## src/rtl/renkon_pkg.sv

```systemverilog
// Shared definitions for the renkon pooling path: edge-length width,
// channel-sequencer states and the default feature-memory read latency.
package renkon_pkg;

  localparam int LWIDTH    = 10;
  localparam int D_MEM_DEF = 2;

  typedef enum logic [2:0] {
    S_IDLE  = 3'd0,
    S_BEGIN = 3'd1,
    S_READ  = 3'd2,
    S_WAIT  = 3'd3,
    S_DONE  = 3'd4
  } state_e;

endpackage

```

## src/rtl/pool_sched_dly.sv

```systemverilog
// Fixed-depth shift register that re-times the {read-enable, last-pixel}
// pair so it lines up with data returning from the feature memory.
module pool_sched_dly #(
  parameter int DEPTH = 2,
  parameter int WIDTH = 2
) (
  input  logic             clk,
  input  logic             xrst,
  input  logic [WIDTH-1:0] i_d,
  output logic [WIDTH-1:0] o_q
);

  logic [WIDTH-1:0] r_pipe [DEPTH];

  always_ff @(posedge clk or negedge xrst) begin
    if (!xrst) begin
      for (int i = 0; i < DEPTH; i++) r_pipe[i] <= '0;
    end else begin
      r_pipe[0] <= i_d;
      for (int i = 1; i < DEPTH; i++) r_pipe[i] <= r_pipe[i-1];
    end
  end

  assign o_q = r_pipe[DEPTH-1];

endmodule

```

## src/rtl/pool_sched.sv

```systemverilog
// Channel-level sequencer for the pooling controller: per map it pulses
// in_begin, streams linear feature reads and waits for out_end.
// Optional build macro POOL_SCHED_PERF_EN adds the perf_cycles busy counter.
module pool_sched
  import renkon_pkg::*;
#(
  parameter int CWIDTH = 10,
  parameter int AWIDTH = 16,
  parameter int D_MEM  = D_MEM_DEF
) (
  input  logic              clk,
  input  logic              xrst,
  input  logic              req,
  input  logic [CWIDTH-1:0] n_chan,
  input  logic [LWIDTH-1:0] fea_size,
  input  logic [LWIDTH-1:0] pool_size,
  input  logic [AWIDTH-1:0] feat_base,
  input  logic [AWIDTH-1:0] out_base,
  output logic              ack,
  output logic              busy,
  output logic              mem_feat_re,
  output logic [AWIDTH-1:0] mem_feat_addr,
  output logic              in_begin,
  output logic              in_valid,
  output logic              in_end,
  output logic [LWIDTH-1:0] w_fea_size,
  output logic [LWIDTH-1:0] w_pool_size,
  input  logic              out_valid,
  input  logic              out_end,
  output logic              mem_out_we,
`ifdef POOL_SCHED_PERF_EN
  output logic [31:0]       perf_cycles,
`endif
  output logic [AWIDTH-1:0] mem_out_addr
);

  localparam int FW = 2 * LWIDTH;

  state_e            r_state;
  state_e            w_next;
  logic              r_busy;
  logic [CWIDTH-1:0] r_nChan;
  logic [CWIDTH-1:0] r_chan;
  logic [LWIDTH-1:0] r_feaSize;
  logic [LWIDTH-1:0] r_poolSize;
  logic [FW-1:0]     r_frame;
  logic [FW-1:0]     r_pix;
  logic [AWIDTH-1:0] r_featAddr;
  logic [AWIDTH-1:0] r_outAddr;
  logic              r_outWe;

  logic w_accept;
  logic w_empty;
  logic w_lastPix;
  logic w_lastChan;
  logic w_reading;

  assign w_accept   = (r_state == S_IDLE) && req;
  assign w_empty    = (n_chan == '0) || (fea_size == '0);
  assign w_lastPix  = (r_pix == r_frame - FW'(1));
  assign w_lastChan = (r_chan == r_nChan - CWIDTH'(1));
  assign w_reading  = (r_state == S_READ);

  always_comb begin
    w_next = r_state;
    case (r_state)
      S_IDLE:  if (req) w_next = w_empty ? S_DONE : S_BEGIN;
      S_BEGIN: w_next = S_READ;
      S_READ:  if (w_lastPix) w_next = S_WAIT;
      S_WAIT:  if (out_end) w_next = w_lastChan ? S_DONE : S_BEGIN;
      S_DONE:  w_next = S_IDLE;
      default: w_next = S_IDLE;
    endcase
  end

  // Job parameters are captured only on an accepted request; the read
  // address keeps running across maps so the maps stay contiguous.
  always_ff @(posedge clk or negedge xrst) begin
    if (!xrst) begin
      r_state    <= S_IDLE;
      r_busy     <= 1'b0;
      r_nChan    <= '0;
      r_chan     <= '0;
      r_feaSize  <= '0;
      r_poolSize <= '0;
      r_frame    <= '0;
      r_pix      <= '0;
      r_featAddr <= '0;
    end else begin
      r_state <= w_next;
      r_busy  <= (w_next != S_IDLE);
      if (w_accept) begin
        r_nChan    <= n_chan;
        r_feaSize  <= fea_size;
        r_poolSize <= pool_size;
        r_frame    <= FW'(fea_size) * FW'(fea_size);
        r_chan     <= '0;
        r_pix      <= '0;
        r_featAddr <= feat_base;
      end else begin
        if (w_reading) begin
          r_featAddr <= r_featAddr + AWIDTH'(1);
          r_pix      <= w_lastPix ? '0 : r_pix + FW'(1);
        end
        if ((r_state == S_WAIT) && out_end && !w_lastChan) r_chan <= r_chan + CWIDTH'(1);
      end
    end
  end

  // The write address advances after each issued write, so it is valid
  // alongside mem_out_we for the current result.
  always_ff @(posedge clk or negedge xrst) begin
    if (!xrst) begin
      r_outWe   <= 1'b0;
      r_outAddr <= '0;
    end else begin
      r_outWe <= out_valid;
      if (w_accept) r_outAddr <= out_base;
      else if (r_outWe) r_outAddr <= r_outAddr + AWIDTH'(1);
    end
  end

  pool_sched_dly #(
    .DEPTH(D_MEM),
    .WIDTH(2)
  ) u_dly (
    .clk (clk),
    .xrst(xrst),
    .i_d ({w_reading, w_reading && w_lastPix}),
    .o_q ({in_valid, in_end})
  );

`ifdef POOL_SCHED_PERF_EN
  logic [31:0] r_perf;

  always_ff @(posedge clk or negedge xrst) begin
    if (!xrst) begin
      r_perf <= '0;
    end else if (w_accept) begin
      r_perf <= '0;
    end else if (r_busy && (r_perf != 32'hFFFF_FFFF)) begin
      r_perf <= r_perf + 32'd1;
    end
  end

  assign perf_cycles = r_perf;
`endif

  assign ack           = (r_state == S_DONE);
  assign busy          = r_busy;
  assign mem_feat_re   = w_reading;
  assign mem_feat_addr = r_featAddr;
  assign in_begin      = (r_state == S_BEGIN);
  assign w_fea_size    = r_feaSize;
  assign w_pool_size   = r_poolSize;
  assign mem_out_we    = r_outWe;
  assign mem_out_addr  = r_outAddr;

endmodule
```

## config.mk

```make
export PLATFORM = sky130hd
export DESIGN_NAME = pool_sched
export DESIGN_NICKNAME = d
export VERILOG_FILES = /design/src/rtl/renkon_pkg.sv /design/src/rtl/pool_sched_dly.sv /design/src/rtl/pool_sched.sv
export SDC_FILE = /design/constraint.sdc
export NUM_CORES = 1
export LEC_CHECK = 0
export ABC_AREA = 1
export ABC_CLOCK_PERIOD_IN_PS = 3100
export CELL_PAD_IN_SITES_DETAIL_PLACEMENT = 0
export CELL_PAD_IN_SITES_GLOBAL_PLACEMENT = 1
export CORE_ASPECT_RATIO = 1.2
export CORE_UTILIZATION = 45
export DETAILED_ROUTE_END_ITERATION = 12
export GPL_TIMING_DRIVEN = 0
export PLACE_DENSITY_LB_ADDON = 0.1
export SKIP_LAST_GASP = 1
export SLEW_MARGIN = 20
export SYNTH_ARGS = -nofsm -noshare
export SYNTH_HDL_FRONTEND = slang
export SYNTH_HIERARCHICAL = 1
export SYNTH_SLANG_ARGS = --single-unit
```

## constraint.sdc

```tcl
create_clock -name clk -period 3.1 [get_ports clk]
set_input_delay 0.465 -clock clk [delete_from_list [all_inputs] [get_ports clk]]
set_output_delay 0.465 -clock clk [all_outputs]
set_load 0.01 [all_outputs]
```

==> reports/metrics.yaml <==
synthAdderAreaFrac: 0.160
vias: 9508
outcome: "finished, violations left"
synth_seq_cells: 119
synthMuxAreaShare: 0
fill_cells: 1943
ir_worst_vdd_uv: 553
clock-sinks: 119
crit_path_end_kind: "flop"
grt_start_max_net_pins: 66
fin_worst_skew_ns: 0.0125
synth_ff_type: "dfrtp_1"
crit_path_cell_trace: "buf_8, clkbuf_16, buf_8, nand2_4, inv_2, fa_2, fa_1, inv_2, fa_1, fa_1, inv_1, fa_2, ha_4, nand2_4, nor2_4, inv_2, nor3_2, nand3_2, a31o_2, a31oi_1"
drc: 0
dp.cells: 1777
fin_crit_sh: 1.40
cts.root.buffer_cell: "clkbuf_16"
yosysUniqueCellTypes: 41
reg2reg_to: "r_frame[17]$_DFFE_PN0P_"
startpoint_type: "primary input"
cts_max_path_buffers: 2
die-width_um: 137
path_depth: 20
dp.final_hpwl_um: 21800
die_height_um: 164
grt.overflow.total: 0
vias_per_cell: 5.12
critPathTopFamily: "adder cells"
track_usage: 0.265
synthXorXnorAreaFrac: 0.0611
die_area_um2: 22600
synth-simple-area-share: 0.297
hold_class: "in -> async"
arrival_ns: 4.69
synth_edf_count: 0
syn_nets: 1544
clk_pin_slew_ns: 0.06
r2r_cells: 8
synthArstFlopShare: 1.00
layout_setup_ws_ns: -1.25
firstDrtPassIters: 5
setup_viol: 14
gp_congestion: 0.890
tightest_slew_ns: 0.742
area_delta_synth_final_pct: 33.7
cp_slowest_cell: "fa_1"
power.leakage_nw: 6.51
core-area_um2: 21600
r2r_slack_ns: 0.38
cts_tree: "built"
worst-path-buf-inv: 7
htreeDepth: 4
slowest_delay_ns: 0.56
hold_buffers: 0
violations: "setup timing"
synth_warnings: 6
fmax_ghz: 0.230
portBuffers: 124
instances_no_fill: 1858
initial_core_util: 0.458
drive_above_1_share: 0.133
routedWlPerCell_um: 15.5
clkLatencyLatePin_ns: 0.43
slew_headroom: 0.505
critPathKind: "in -> reg"
finalNetCount: 1736
synth_top_family_by_area: "simple AND/OR/NAND/NOR gates"
cap_violations: 0
worstPathMaxFanout: 4
numCtsBuffers: 17
rsz0062_at_grt: "yes"
synthCells: 1378
synth_compound_area_frac: 0.0833
drtAntennaViolNets: 0
grt_pass1_vias: 9248
slew_viol_final: 0
hold_viol_final: 0
hold_slack_ns: 0.00196
synth_area_per_cell_um2: 7.18
reg2reg_from: "r_state[0]$_DFF_PN0_"
post-route-util: 0.612
top_level_ports: 126
final.min_clock_period_ns: 4.35
power_w: 0.0132
antenna_found_initial: 0
num_rows: 59
drt_iter0_drc: 595
worstPathRequired_ns: 3.44
yosysSeqAreaShare: 0.301
wl_um: 28900
powerDensity_nw_per_um2: 999
synth_area_um2: 9900
grt_pass1_wl_um: 46000
-- synth_stat cells (2+ instances only) --
master | count | area, µm²
clkbuf_1 | 37 | 139
o211ai_1 | 13 | 97.6
buf_4 | 4 | 30.0
a31oi_1 | 7 | 43.8
xor2_1 | 45 | 394
a21oi_1 | 28 | 140
inv_1 | 204 | 766
or2_2 | 5 | 31.3
xnor2_1 | 24 | 210
nor3_1 | 24 | 120
o21bai_1 | 2 | 15.0
nand3b_1 | 4 | 30.0
o32ai_1 | 2 | 17.5
fa_1 | 46 | 921
nand4_1 | 26 | 163
inv_2 | 3 | 11.3
nor4_1 | 6 | 37.5
nor2_1 | 107 | 402
o31ai_1 | 2 | 15.0
o21ai_1 | 6 | 30.0
dfrtp_1 | 119 | 2980
ha_1 | 53 | 663
o221ai_1 | 6 | 52.6
o21ai_0 | 67 | 335
nor2_2 | 11 | 68.8
nand2_2 | 4 | 25.0
nand3_1 | 110 | 551
nor3_2 | 2 | 20.0
nand2_1 | 393 | 1480
o22ai_1 | 7 | 43.8
-- logic make-up after synthesis --
family,Yosys count
xor gates and xnor gates,69
buffers and inverters,252
and+or+nand+nor,695
AOI/OAI and AO/OA,144
adders and majority gates,99
DFF,119
-- report_power, final --
part           leakage, nW  switching (W)  total [W]  internal (W)
clock network        0.294       0.000753    0.00210       0.00134
logic                 4.70        0.00460    0.00814       0.00354
registers             1.51       0.000766    0.00298       0.00221
-- worst max-delay path by stage --
| stage | startpoint | endpoint | slack (ns) |
|---|---|---|---|
| finish | fea_size[3] | r_frame[19]$_DFFE_PN0P_ | -1.25 |
| global route | fea_size[3] | r_frame[16]$_DFFE_PN0P_ | -1.39 |
| CTS | fea_size[1] | r_frame[19]$_DFFE_PN0P_ | -1.26 |
| detailed placement | fea_size[6] | r_frame[19]$_DFFE_PN0P_ | -2.34 |
| global placement | xrst | w_pool_size[2]$_DFFE_PN0P_ | -3.37 |
| floorplan | fea_size[6] | r_frame[19]$_DFFE_PN0P_ | -1.33 |
-- placed cells by master (no fill, tap or decap), types with 37 or more instances in the layout --
master / Yosys / final
clkdlybuf4s50_1: 0 / 114
o21ai_0: 67 / 48
nor2_1: 107 / 105
fa_1: 46 / 44
dfrtp_1: 119 / 119
nand2_1: 393 / 375
buf_4: 4 / 43
ha_1: 53 / 37
xor2_1: 45 / 45
inv_1: 204 / 190
nand3_1: 110 / 105
-- registers in the layout, summed over array words and instances (netlist names) --
register,cells
r_pix,20
w_fea_size,10
busy,1
r_frame,18
r_nChan,10
mem_out_we,1
w_pool_size,10
u_dly/r_pipe,2
r_chan,10
mem_out_addr,16
u_dly/o_q,2
r_state,3
mem_feat_addr,16
-- layout make-up --
cell class | instances | area (µm²) | share of cell area
multi-input combinational | 1007 | 6490 | 0.491
sequential | 119 | 2980 | 0.225
timing repair buffer | 174 | 1710 | 0.129
inverter | 208 | 783 | 0.0592
clock buffer | 20 | 437 | 0.0330
tap | 274 | 343 | 0.0259
buffer | 43 | 307 | 0.0232
clock inverter | 12 | 176 | 0.0133
antenna | 1 | 2.50 | 0.000189
-- routing by layer --
metal	GRT usage	wire, µm	vias up
li1	-	-	4789
met2	0.455	14500	182
met3	0.0371	889	52
met5	0	0	-
met4	0.109	873	0
met1	0.330	12600	4485
-- stage by stage --
stage	instance area [µm²]	TNS, ns	setup WS, ns
final	13200	-14.19	-1.25
after global routing	13200	-16.17	-1.39
after CTS	12900	-14.55	-1.26
after detailed placement	11800	-28.77	-2.34
after global placement	11800	-427.61	-3.37
after floorplan	10200	-14.82	-1.33
-- what timing repair did --
action | CTS | global route
pin swaps | 32 | 41
endpoints found under the setup margin | 16 | 16
cloned | 2 | 0
setup buffers | 32 | 15
gates resized for setup | 91 | 71
Note: power is estimated with default switching activity, not from simulation.
